--- src/rtl/draw_pair_sequencer.sv ---
// Two-requester paired-address sequencer: arbitrates fill/draw commands and issues even/odd address pairs.
// Define DRAW_PAIR_SEQ_RR_EN for round-robin tie-breaking; otherwise requester 0 has fixed priority.
module draw_pair_sequencer #(
  parameter int PAIR_W = 13,
  parameter int LEN_W  = 8
) (
  input  logic              clk,
  input  logic              reset,
  input  logic              req0_valid,
  input  logic [PAIR_W-1:0] req0_base,
  input  logic [LEN_W-1:0]  req0_len,
  output logic              req0_ready,
  input  logic              req1_valid,
  input  logic [PAIR_W-1:0] req1_base,
  input  logic [LEN_W-1:0]  req1_len,
  output logic              req1_ready,
  input  logic              mem_ready,
  output logic              mem_en,
  output logic [PAIR_W:0]   Q_a,
  output logic [PAIR_W:0]   Q_b,
  output logic              owner,
  output logic              busy,
  output logic              done0,
  output logic              done1
);

  typedef enum logic [1:0] {
    S_IDLE = 2'd0,
    S_RUN  = 2'd1,
    S_DONE = 2'd2
  } state_t;

  state_t             state_q, state_d;
  logic [PAIR_W-1:0]  idx_q, idx_d;
  logic [LEN_W-1:0]   rem_q, rem_d;
  logic               owner_q, owner_d;
  logic               win_s;
  logic               accept_s;
  logic [PAIR_W-1:0]  base_s;
  logic [LEN_W-1:0]   len_s;
`ifdef DRAW_PAIR_SEQ_RR_EN
  logic               last_grant_q, last_grant_d;
`endif

  // Arbitration: a lone requester always wins; ties go to the one not granted last (or req0).
  always_comb begin
    win_s = 1'b0;
    if (req0_valid && req1_valid) begin
`ifdef DRAW_PAIR_SEQ_RR_EN
      win_s = ~last_grant_q;
`else
      win_s = 1'b0;
`endif
    end else if (req1_valid) begin
      win_s = 1'b1;
    end else begin
      win_s = 1'b0;
    end
  end

  // Ready is suppressed while reset is held so no command is swallowed by an aborted cycle.
  assign accept_s   = (state_q == S_IDLE) && reset && (req0_valid || req1_valid);
  assign req0_ready = accept_s && !win_s;
  assign req1_ready = accept_s && win_s;
  assign base_s     = win_s ? req1_base : req0_base;
  assign len_s      = win_s ? req1_len  : req0_len;

  // Next-state logic; idx only advances when another pair follows, so Q holds the last issued pair.
  always_comb begin
    state_d = state_q;
    idx_d   = idx_q;
    rem_d   = rem_q;
    owner_d = owner_q;
`ifdef DRAW_PAIR_SEQ_RR_EN
    last_grant_d = last_grant_q;
`endif
    case (state_q)
      S_IDLE: begin
        if (accept_s) begin
          owner_d = win_s;
          rem_d   = len_s;
`ifdef DRAW_PAIR_SEQ_RR_EN
          last_grant_d = win_s;
`endif
          if (len_s != {LEN_W{1'b0}}) begin
            idx_d   = base_s;
            state_d = S_RUN;
          end else begin
            state_d = S_DONE;
          end
        end else begin
          state_d = S_IDLE;
        end
      end
      S_RUN: begin
        if (mem_ready) begin
          rem_d = rem_q - LEN_W'(1);
          if (rem_q == LEN_W'(1)) begin
            state_d = S_DONE;
          end else begin
            idx_d = idx_q + PAIR_W'(1);
          end
        end else begin
          state_d = S_RUN;
        end
      end
      S_DONE:  state_d = S_IDLE;
      default: state_d = S_IDLE;
    endcase
  end

  // State register with synchronous active-low reset; a reset mid-run drops the command.
  always_ff @(posedge clk) begin
    if (!reset) begin
      state_q <= S_IDLE;
      idx_q   <= {PAIR_W{1'b0}};
      rem_q   <= {LEN_W{1'b0}};
      owner_q <= 1'b0;
`ifdef DRAW_PAIR_SEQ_RR_EN
      last_grant_q <= 1'b1;
`endif
    end else begin
      state_q <= state_d;
      idx_q   <= idx_d;
      rem_q   <= rem_d;
      owner_q <= owner_d;
`ifdef DRAW_PAIR_SEQ_RR_EN
      last_grant_q <= last_grant_d;
`endif
    end
  end

  assign mem_en = (state_q == S_RUN);
  assign busy   = (state_q == S_RUN) || (state_q == S_DONE);
  assign owner  = owner_q;
  assign done0  = (state_q == S_DONE) && !owner_q;
  assign done1  = (state_q == S_DONE) && owner_q;
  assign Q_a    = {idx_q, 1'b0};
  assign Q_b    = {idx_q, 1'b1};

endmodule

--- config.mk ---
export PLATFORM = sky130hd
export DESIGN_NAME = draw_pair_sequencer
export DESIGN_NICKNAME = d
export VERILOG_FILES = /design/src/rtl/draw_pair_sequencer.sv
export SDC_FILE = /design/constraint.sdc
export NUM_CORES = 1
export LEC_CHECK = 0
export ABC_AREA = 1
export BUFFER_PORTS_ARGS = -buffer_cell sky130_fd_sc_hd__buf_2
export CAP_MARGIN = 20
export CORE_UTILIZATION = 40
export CTS_BUF_LIST = sky130_fd_sc_hd__clkbuf_4
export DETAILED_ROUTE_END_ITERATION = 6
export GPL_TIMING_DRIVEN = 0
export PLACE_DENSITY = 0.72
export SETUP_SLACK_MARGIN = 0.02
export SLEW_MARGIN = 20
export SYNTH_ARGS = -nofsm -noshare
export SYNTH_HDL_FRONTEND = slang
export SYNTH_SLANG_ARGS = --single-unit
export TNS_END_PERCENT = 30
--- constraint.sdc ---
create_clock -name clk -period 1.8 [get_ports clk]
set_input_delay 0.09 -clock clk [delete_from_list [all_inputs] [get_ports clk]]
set_output_delay 0.09 -clock clk [all_outputs]
set_load 0.05 [all_outputs]
## After elaboration in Yosys (flattened, before gate mapping)

Cells that the tools add are included.

- Flip-flop bits (word level): 24
- Bits of input ports: 47
- Output and inout bits: 35
- Logic and storage cells: 48

- Add/subtract/negate cells: 2
- Eq/ne operators: 8
- Muxes and demuxes: 17
- Reductions and logical operators: 17

Operators by type and width:

| cell | count |
|---|---|
| 13-bit 2-to-1 mux | 5 |
| 13-bit one-hot mux with 2 select lines | 1 |
| 8-bit 2-to-1 mux | 3 |
| 8-bit one-hot mux with 2 select lines | 1 |
| 13-bit by 1-bit adder with 13-bit output (second input constant) | 1 |
| 8-bit by 1-bit == test with 1-bit output (second input constant) | 1 |
| 2-bit 2-to-1 mux | 4 |
| 8-bit nonzero test | 1 |
| 8-bit by 1-bit subtractor with 8-bit output (second input constant) | 1 |
| 1-bit logical AND | 7 |
| 2-bit inequality test (second input constant) | 3 |
| 5-bit AND reduction | 1 |
| 2-bit one-hot mux with 2 select lines | 1 |
| 3-bit by 2-bit inequality test with 1-bit output (second input constant) | 1 |
| 3-bit AND reduction | 1 |
| 2-bit by 1-bit == test with 1-bit output (second input constant) | 1 |
| 2-bit == test (second input constant) | 1 |
| 1-bit logical NOT | 2 |
| 2-bit logical NOT | 1 |
| 1-bit logical OR | 2 |
| 1-bit 2-to-1 mux | 2 |
| 2-bit by 1-bit inequality test with 1-bit output (second input constant) | 1 |
| 2-bit AND reduction | 1 |
| 2-bit nonzero test | 1 |

## Longest topological paths before layout

Gate-level depths: netlist of run 1.

- Depth in word-level cells: 7
- Gate-level depth with buffers: 13
- Gate-level depth less buffers: 11

## Worst setup path after synthesis of run 1

No wires, ideal clock.

- Kind: reg-to-reg
- Start: reg idx_q[1]
- End: reg idx_q[10]
- Setup time: 0.064 ns
- Data arrival time: 1.815 ns
- Required time: 1.736 ns
- Setup slack: -0.079 ns
- Cell stages (with the launch flop): 10
- Path buffers: 0
- Period minus slack after synthesis: 1.879 ns
- Cells stage by stage: dfxtp_1 -> ha_1 -> nand3_1 -> nor3_1 -> nand2_1 -> nand2_1 -> nand2_1 -> o21ai_0 -> nor2_1 -> nor2_1

- Cells in the longest elaborated chain, start to end: 4

RTL lines:

| element | RTL line | RTL |
|---|---|---|
| start, declared | 34 | `logic [PAIR_W-1:0] idx_q, idx_d;` |
| start signal, assigned | 116 | `idx_q <= {PAIR_W{1'b0}};` |
| start signal, assigned | 124 | `idx_q <= idx_d;` |
| 13-bit by 1-bit adder with 13-bit output | 101 | `idx_d = idx_q + PAIR_W'(1);` |
| 13-bit 2-to-1 mux | 98 | `if (rem_q == LEN_W'(1)) begin` |
| 13-bit 2-to-1 mux | 96 | `if (mem_ready) begin` |
| 13-bit one-hot mux with 2 select lines | 77 | `case (state_q)` |

Every way passes these cells. The select of a mux whose other input is x is not followed.
A chain may end at the register's enable or synchronous reset.

## Final worst setup path of run 1

- Start: reg state_q[0]
- End: out req1_ready

- Cells in the longest elaborated chain, start to end: 4

RTL lines:

| element | RTL line | RTL |
|---|---|---|
| start, declared | 33 | `state_t state_q, state_d;` |
| start signal, assigned | 123 | `state_q <= state_d;` |
| 2-bit logical NOT | 62 | `assign accept_s = (state_q == S_IDLE) && reset && (req0_valid \|\| req1_valid);` |
| 1-bit logical AND (2 in a row) | 62 |  |
| 1-bit logical AND | 64 | `assign req1_ready = accept_s && win_s;` |
| end, declared | 16 | `output logic req1_ready,` |

Every way passes these cells.

==> results of run 1 <==
## area by class of cell
| class | instances | share of cell area |
|---|---|---|
| plain buffers | 26 | 0.06792 |
| clock buffers | 3 | 0.008431 |
| clock inverters | 1 | 0.01124 |
| inverters | 50 | 0.07260 |
| multi-input cells | 260 | 0.4721 |
| flip-flops and latches | 24 | 0.1813 |
| well taps | 67 | 0.03138 |
| repair buffers | 80 | 0.1550 |
## synth_stat cells, drive strengths merged
cell    count
xnor2       1
ha          6
nand2     101
xor2        3
a21oi      16
a21o        1
nor2       65
nand4       2
o21ai      30
nand3      12
nand2b      1
dfxtp      24
nand3b      1
or2         1
o31ai       1
inv        50
buf        20
nor4        1
conb        2
a211oi      1
clkbuf      6
nor3        8
o22ai       7
## worst paths after layout
check	cells past startpoint	from	end	slack (ns)
worst max-delay path	7	state_q[0]	req1_ready	0.13
worst min-delay path	3	reset	idx_q[12]	0.05
worst max register to register	11	state_q[0]	idx_q[0]	0.15
worst min register to register	2	rem_q[6]	rem_q[6]	0.51
## logic make-up (layout without fill, tap and decap cells)
family | after synthesis | count (layout)
compound gates | 56 | 56
other cells | 2 | 2
fa+ha+maj | 6 | 6
buf+inv | 76 | 160
xor+xnor | 4 | 4
flops | 24 | 24
simple gates | 192 | 192
## through the flow
stage / cells / worst slack, ns / hold WS (ns)
2_1_floorplan: 360 / -0.04019 / 0.3530
3_3_place_gp: 505 / -0.1093 / 0.4139
3_5_place_dp: 505 / -0.1236 / 0.4176
4_1_cts: 509 / 0.03427 / 0.04502
5_1_grt: 511 / 0.008588 / 0.05502
6_report: 511 / 0.1294 / 0.04623
## repair_timing
| action | in CTS | in global routing |
|---|---|---|
| gates resized for setup | 7 | 18 |
| endpoints found under the setup margin | 21 | 22 |
| pin swaps | 0 | 1 |
| setup buffers | 0 | 2 |
## sequential cells by signal (all words and copies together), names as in the netlist
signal	cells
owner	1
state_q	2
rem_q	8
idx_q	13
## where the power goes
group          switching [µW]  leakage (µW)  internal (µW)
Sequential               80.9      0.000199            613
Combinational             842       0.00125            389
Clock                     195     0.0000279            225
## worst max-delay path, stage by stage (launching register included)
cell and delay [ns]:
dfxtp_2 0.37, inv_1 0.11, ha_4 0.18, nand2_1 0.06, a21oi_2 0.14, inv_2 0.08
nor2_2 0.13, buf_6 0.18
## routing by layer
metal  GRT usage  vias up  wire (µm)
li1            -     1271          -
met5           0        -          0
met2      0.4098      101       2897
met4     0.05556        0         27
met1      0.2727     1033       2538
met3     0.02606        4        412
==> reports/results.tsv, run 1 <==
metric	value	unit
synth-compound-area-share	0.1442	
synthSimpleGateAreaFrac	0.3875	
period_share	0.9281	
cts.sinks	24	
synthesis.nets	413	
worstMarginPinSlew	0.5030	ns
ir_worst_vdd	0.0003208	V
num-fill-cells	486	
max_freq	598.6	MHz
synth_top_family_by_area	simple AND/OR/NAND/NOR gates	
num-nets-final	498	
die_w	73.71	µm
hpwl	4460	µm
grt.overflow.total	0	
max_cap_violations	0	
synth_mux_area_frac	0	
final_common_cell	nand2_1	
power_per_cell_area	877.7	nW/µm²
synth_top_cell_by_area	dfxtp_1	
clk_pin_slew	0.17	ns
numCtsBuffers	3	
arrival	1.58	ns
total_leakage_power	0.001477	µW
io_buffers	78	
path_class	flop to output pin	
antennaDiodeCount	0	
multi_input_area	1261	µm²
final_util	0.5510	
dieArea	5433	µm²
hold_class	input pin to flop	
vias	2409	
first_pass_iters	4	
setup_violations	0	
setup_tns	0	ns
clockRootBuffer	clkbuf_4	
drv_slew	0	
seq_area	484.2	µm²
final_cell_mix	nand2_1, buf_2, nor2_1, inv_1, o21ai_0	
netlist.area_leader.share	0.2336	
synth_xor_area_frac	0.01703	
synthAdderAreaFrac	0.03650	
ant_nets	0	
fin_area	2671	µm²
clk_latency	0.34	ns
dpl_cell_area	2536	µm²
drive_above_1_share	0.2950	
avgRoutedWirePerCell	11.50	µm
worst_setup_path_end_kind	output pin	
total_power	2345	µW
critPathLaunchType	flop	
skew	0.01834	ns
via_per_inst	4.714	
fin_crit	1.671	ns
routed_wl	5876	µm
cts.path.max_buffers	2	
yosysWarningCount	0	
initial_core_util	0.4243	
critPathMaxFanout	4	
rsz0062_at_grt	false	
gp_congestion	0.9063	
drc	0	
die_y	73.71	µm
std_cell_rows	25	
grt_pass1_wl	9446	µm
grt_util_all_layers	0.2228	
cts_tree	yes	
drt_iter0_markers	147	
yosysSeqAreaShare	0.2336	
core	4848	µm²
area_growth	29.87	%
antenna_found_initial	0	
worst-endpoint-required	1.71	ns
ys_top_cells_by_area	dfxtp_1, nand2_1, nor2_1	
synth-seq-cells	24	
netlist_area	2057	µm²
synthCells	360	
io_pins	82	
synth_area_per_cell	5.714	µm²
hold_violations	0	
grt_max_degree	15	
cts_htree_levels	1	
first_global_vias	2176	
cts_hold_buf	0	
status	completed	
yosysUniqueCellTypes	32	
slew_headroom	0.6647	
(Power assumes the default switching activity.)
==> run 2: changes to the inputs <==
--- a/config.mk
+++ b/config.mk
@@ -7,9 +7,9 @@
 export LEC_CHECK = 0
 export ABC_AREA = 1
 export BUFFER_PORTS_ARGS = -buffer_cell sky130_fd_sc_hd__buf_2
-export CAP_MARGIN = 20
+export CAP_MARGIN = 0
 export CORE_UTILIZATION = 40
-export CTS_BUF_LIST = sky130_fd_sc_hd__clkbuf_4
+export CTS_BUF_LIST = sky130_fd_sc_hd__clkbuf_2
 export DETAILED_ROUTE_END_ITERATION = 6
 export GPL_TIMING_DRIVEN = 0
 export PLACE_DENSITY = 0.72
==> reports/results.tsv, run 2 (synthesis results as in run 1) <==
metric	value	unit	change
die_w	73.71	µm	unchanged
place_ws	-0.1236	ns	unchanged
skew	0.02565	ns	was 0.01834 ns
cts_htree_levels	1		unchanged
die_y	73.71	µm	unchanged
grt_pass1_wl	9453	µm	was 9446 µm
ir_worst_vdd	0.0003038	V	was 0.0003208 V
p_switching	1113	µW	was 1117 µW
fin_ws	0.05302	ns	was 0.1294 ns
top_register	idx_q		unchanged
use_met1	0.2727		unchanged
via_per_inst	4.675		was 4.714
clk_latency	0.38	ns	was 0.34 ns
hold_depth	5		was 3
hold_class	input pin to flop		unchanged
worst_setup_path_end_kind	output pin		unchanged
drv_slew	0		unchanged
dieArea	5433	µm²	unchanged
ff2ff_setup_slack	0.11	ns	was 0.15 ns
final_cell_mix	nand2_1, buf_2, nor2_1, inv_1, o21ai_0		unchanged
vias	2389		was 2409
std_cell_rows	25		unchanged
pwr-share-clk	0.168		was 0.179
max_freq	572.4	MHz	was 598.6 MHz
p_sw_frac	0.4830		was 0.4765
clockRootBuffer	clkbuf_2		was clkbuf_4
numCtsBuffers	3		unchanged
crit_slowest_cell	dfxtp_2		unchanged
reg2reg_depth	11		unchanged
avgRoutedWirePerCell	11.39	µm	was 11.50 µm
final_common_cell	nand2_1		unchanged
grt.met2_usage	0.4067		was 0.4098
status	completed		unchanged
p_int	1191	µW	was 1227 µW
ant_nets	0		unchanged
first_global_vias	2185		was 2176
crit_chain	inv_1 -> ha_4 -> nand2_1 -> a21oi_2 -> inv_2 -> nor2_1 -> buf_6		was inv_1 -> ha_4 -> nand2_1 -> a21oi_2 -> inv_2 -> nor2_2 -> buf_6
final_util	0.5497		was 0.5510
fin_crit	1.747	ns	was 1.671 ns
arrival	1.66	ns	was 1.58 ns
grt_util_all_layers	0.2231		was 0.2228
path_class	flop to output pin		unchanged
max_cap_violations	0		unchanged
cts.path.max_buffers	2		unchanged
hold_violations	0		unchanged
grt_most_used_layer	met2		unchanged
drive_above_1_share	0.2883		was 0.2950
period_share	0.9705		was 0.9281
power_per_cell_area	864.4	nW/µm²	was 877.7 nW/µm²
use_met3	0.02881		was 0.02606
critPathMaxFanout	4		unchanged
cts_tree	yes		unchanged
critPathLaunchType	flop		unchanged
worstMarginPinSlew	0.5163	ns	was 0.5030 ns
gp_congestion	0.9063		unchanged
total_leakage_power	0.001473	µW	was 0.001477 µW
grt.overflow.total	0		unchanged
first_pass_iters	4		unchanged
num-nets-final	498		unchanged
min_from	req1_base[9]		was reset
area_growth	29.56	%	was 29.87%
pwr-share-comb	0.531		was 0.525
slowest_delay	0.40	ns	was 0.37 ns
io_pins	82		unchanged
rsz0062_at_grt	true		was false
cts.sinks	24		unchanged
num-fill-cells	486		unchanged
r2r-end	idx_q[0]		unchanged
largest_register_ffs	13		unchanged
hpwl	4460	µm	unchanged
worst-endpoint-required	1.71	ns	about the same
antenna_found_initial	0		unchanged
grt_max_degree	15		unchanged
sequentialPowerShare	0.302		was 0.296
drt_iter0_markers	118		was 147
drc	0		unchanged
io_buffers	78		unchanged
core	4848	µm²	unchanged
reg2reg_from	state_q[0]		unchanged
routed_wl	5819	µm	was 5876 µm
hold_end	idx_q[9]		was idx_q[12]
initial_core_util	0.4243		unchanged
clk_pin_slew	0.29	ns	was 0.17 ns
top_regs	idx_q (13), rem_q (8), state_q (2)		unchanged
setup_violations	0		unchanged
slew_headroom	0.6558		was 0.6647
antennaDiodeCount	0		unchanged
[run 2: cell types whose count changed in the layout (fill, tap and decap cells not counted), moves of 2 or more]
cell,change
clkbuf_4,-3
buf_4,-2
clkbuf_1,+2
clkbuf_2,+2
[run 2: metrics by stage]
stage,setup TNS (ns),total power (µW),instances,hold slack (ns),area [µm²]
CTS,0,2282,511,0.05000,2628
floorplan,-0.04019,1616,360,0.3530,2062
global placement,-0.4524,1869,505,0.4139,2536
global route,-0.04351,2446,511,0.07490,2665
detailed placement,-0.6801,1886,505,0.4176,2536
finish,0,2304,511,0.06016,2665
[run 2: power by group through the flow]
stage	registers [µW]	logic (µW)	clock network, µW
finish	695	1220	386
detailed placement	703	1180	0
floorplan	856	760	0
CTS	693	1200	387
global route	708	1340	397
global placement	700	1170	0
[run 2: worst max path at each step]
stage	from	end	slack [ns]	cells after the start
after floorplan	state_q[0]	owner	-0.04	8
after global placement	state_q[0]	rem_q[5]	-0.11	10
after detailed placement	state_q[1]	rem_q[3]	-0.12	10
after CTS	state_q[0]	req0_ready	0.02	7
after global routing	state_q[0]	req1_ready	-0.02	7
final	state_q[0]	req0_ready	0.05	7
[run 2: routing by layer]
layer	wire length, µm	share of wire	vias up
met2	2820	0.48	87
met5	0	0	-
met3	346	0.059	5
li1	-	-	1267
met1	2619	0.45	1030
met4	34	0.0058	0
[run 2: final cells by class]
| type | count | area, µm² | share of cell area |
|---|---|---|---|
| tap | 67 | 83.83 | 0.03146 |
| timing repair buffer | 80 | 420.4 | 0.1577 |
| clock buffer | 3 | 15.01 | 0.005634 |
| clock inverter | 1 | 30.03 | 0.01127 |
| sequential | 24 | 485.5 | 0.1822 |
| buffer | 26 | 178.9 | 0.06714 |
| multi-input combinational | 260 | 1261 | 0.4732 |
| inverter | 50 | 190.2 | 0.07136 |
[run 2: critical path, delay by kind of cell, from the launching register on]
family	cells	cell delay, ns
simple gates	2	0.18
flops	1	0.40
compound gates	1	0.17
buf+inv	3	0.37
fa+ha+maj	1	0.17
[run 2: repair_timing]
item,4_1_cts,5_1_grt
hold buffers,1,0
cloned,0,0
endpoints found under the hold margin,4,0
endpoints found under the setup margin,20,21
gates resized for setup,12,9
setup buffers,1,0
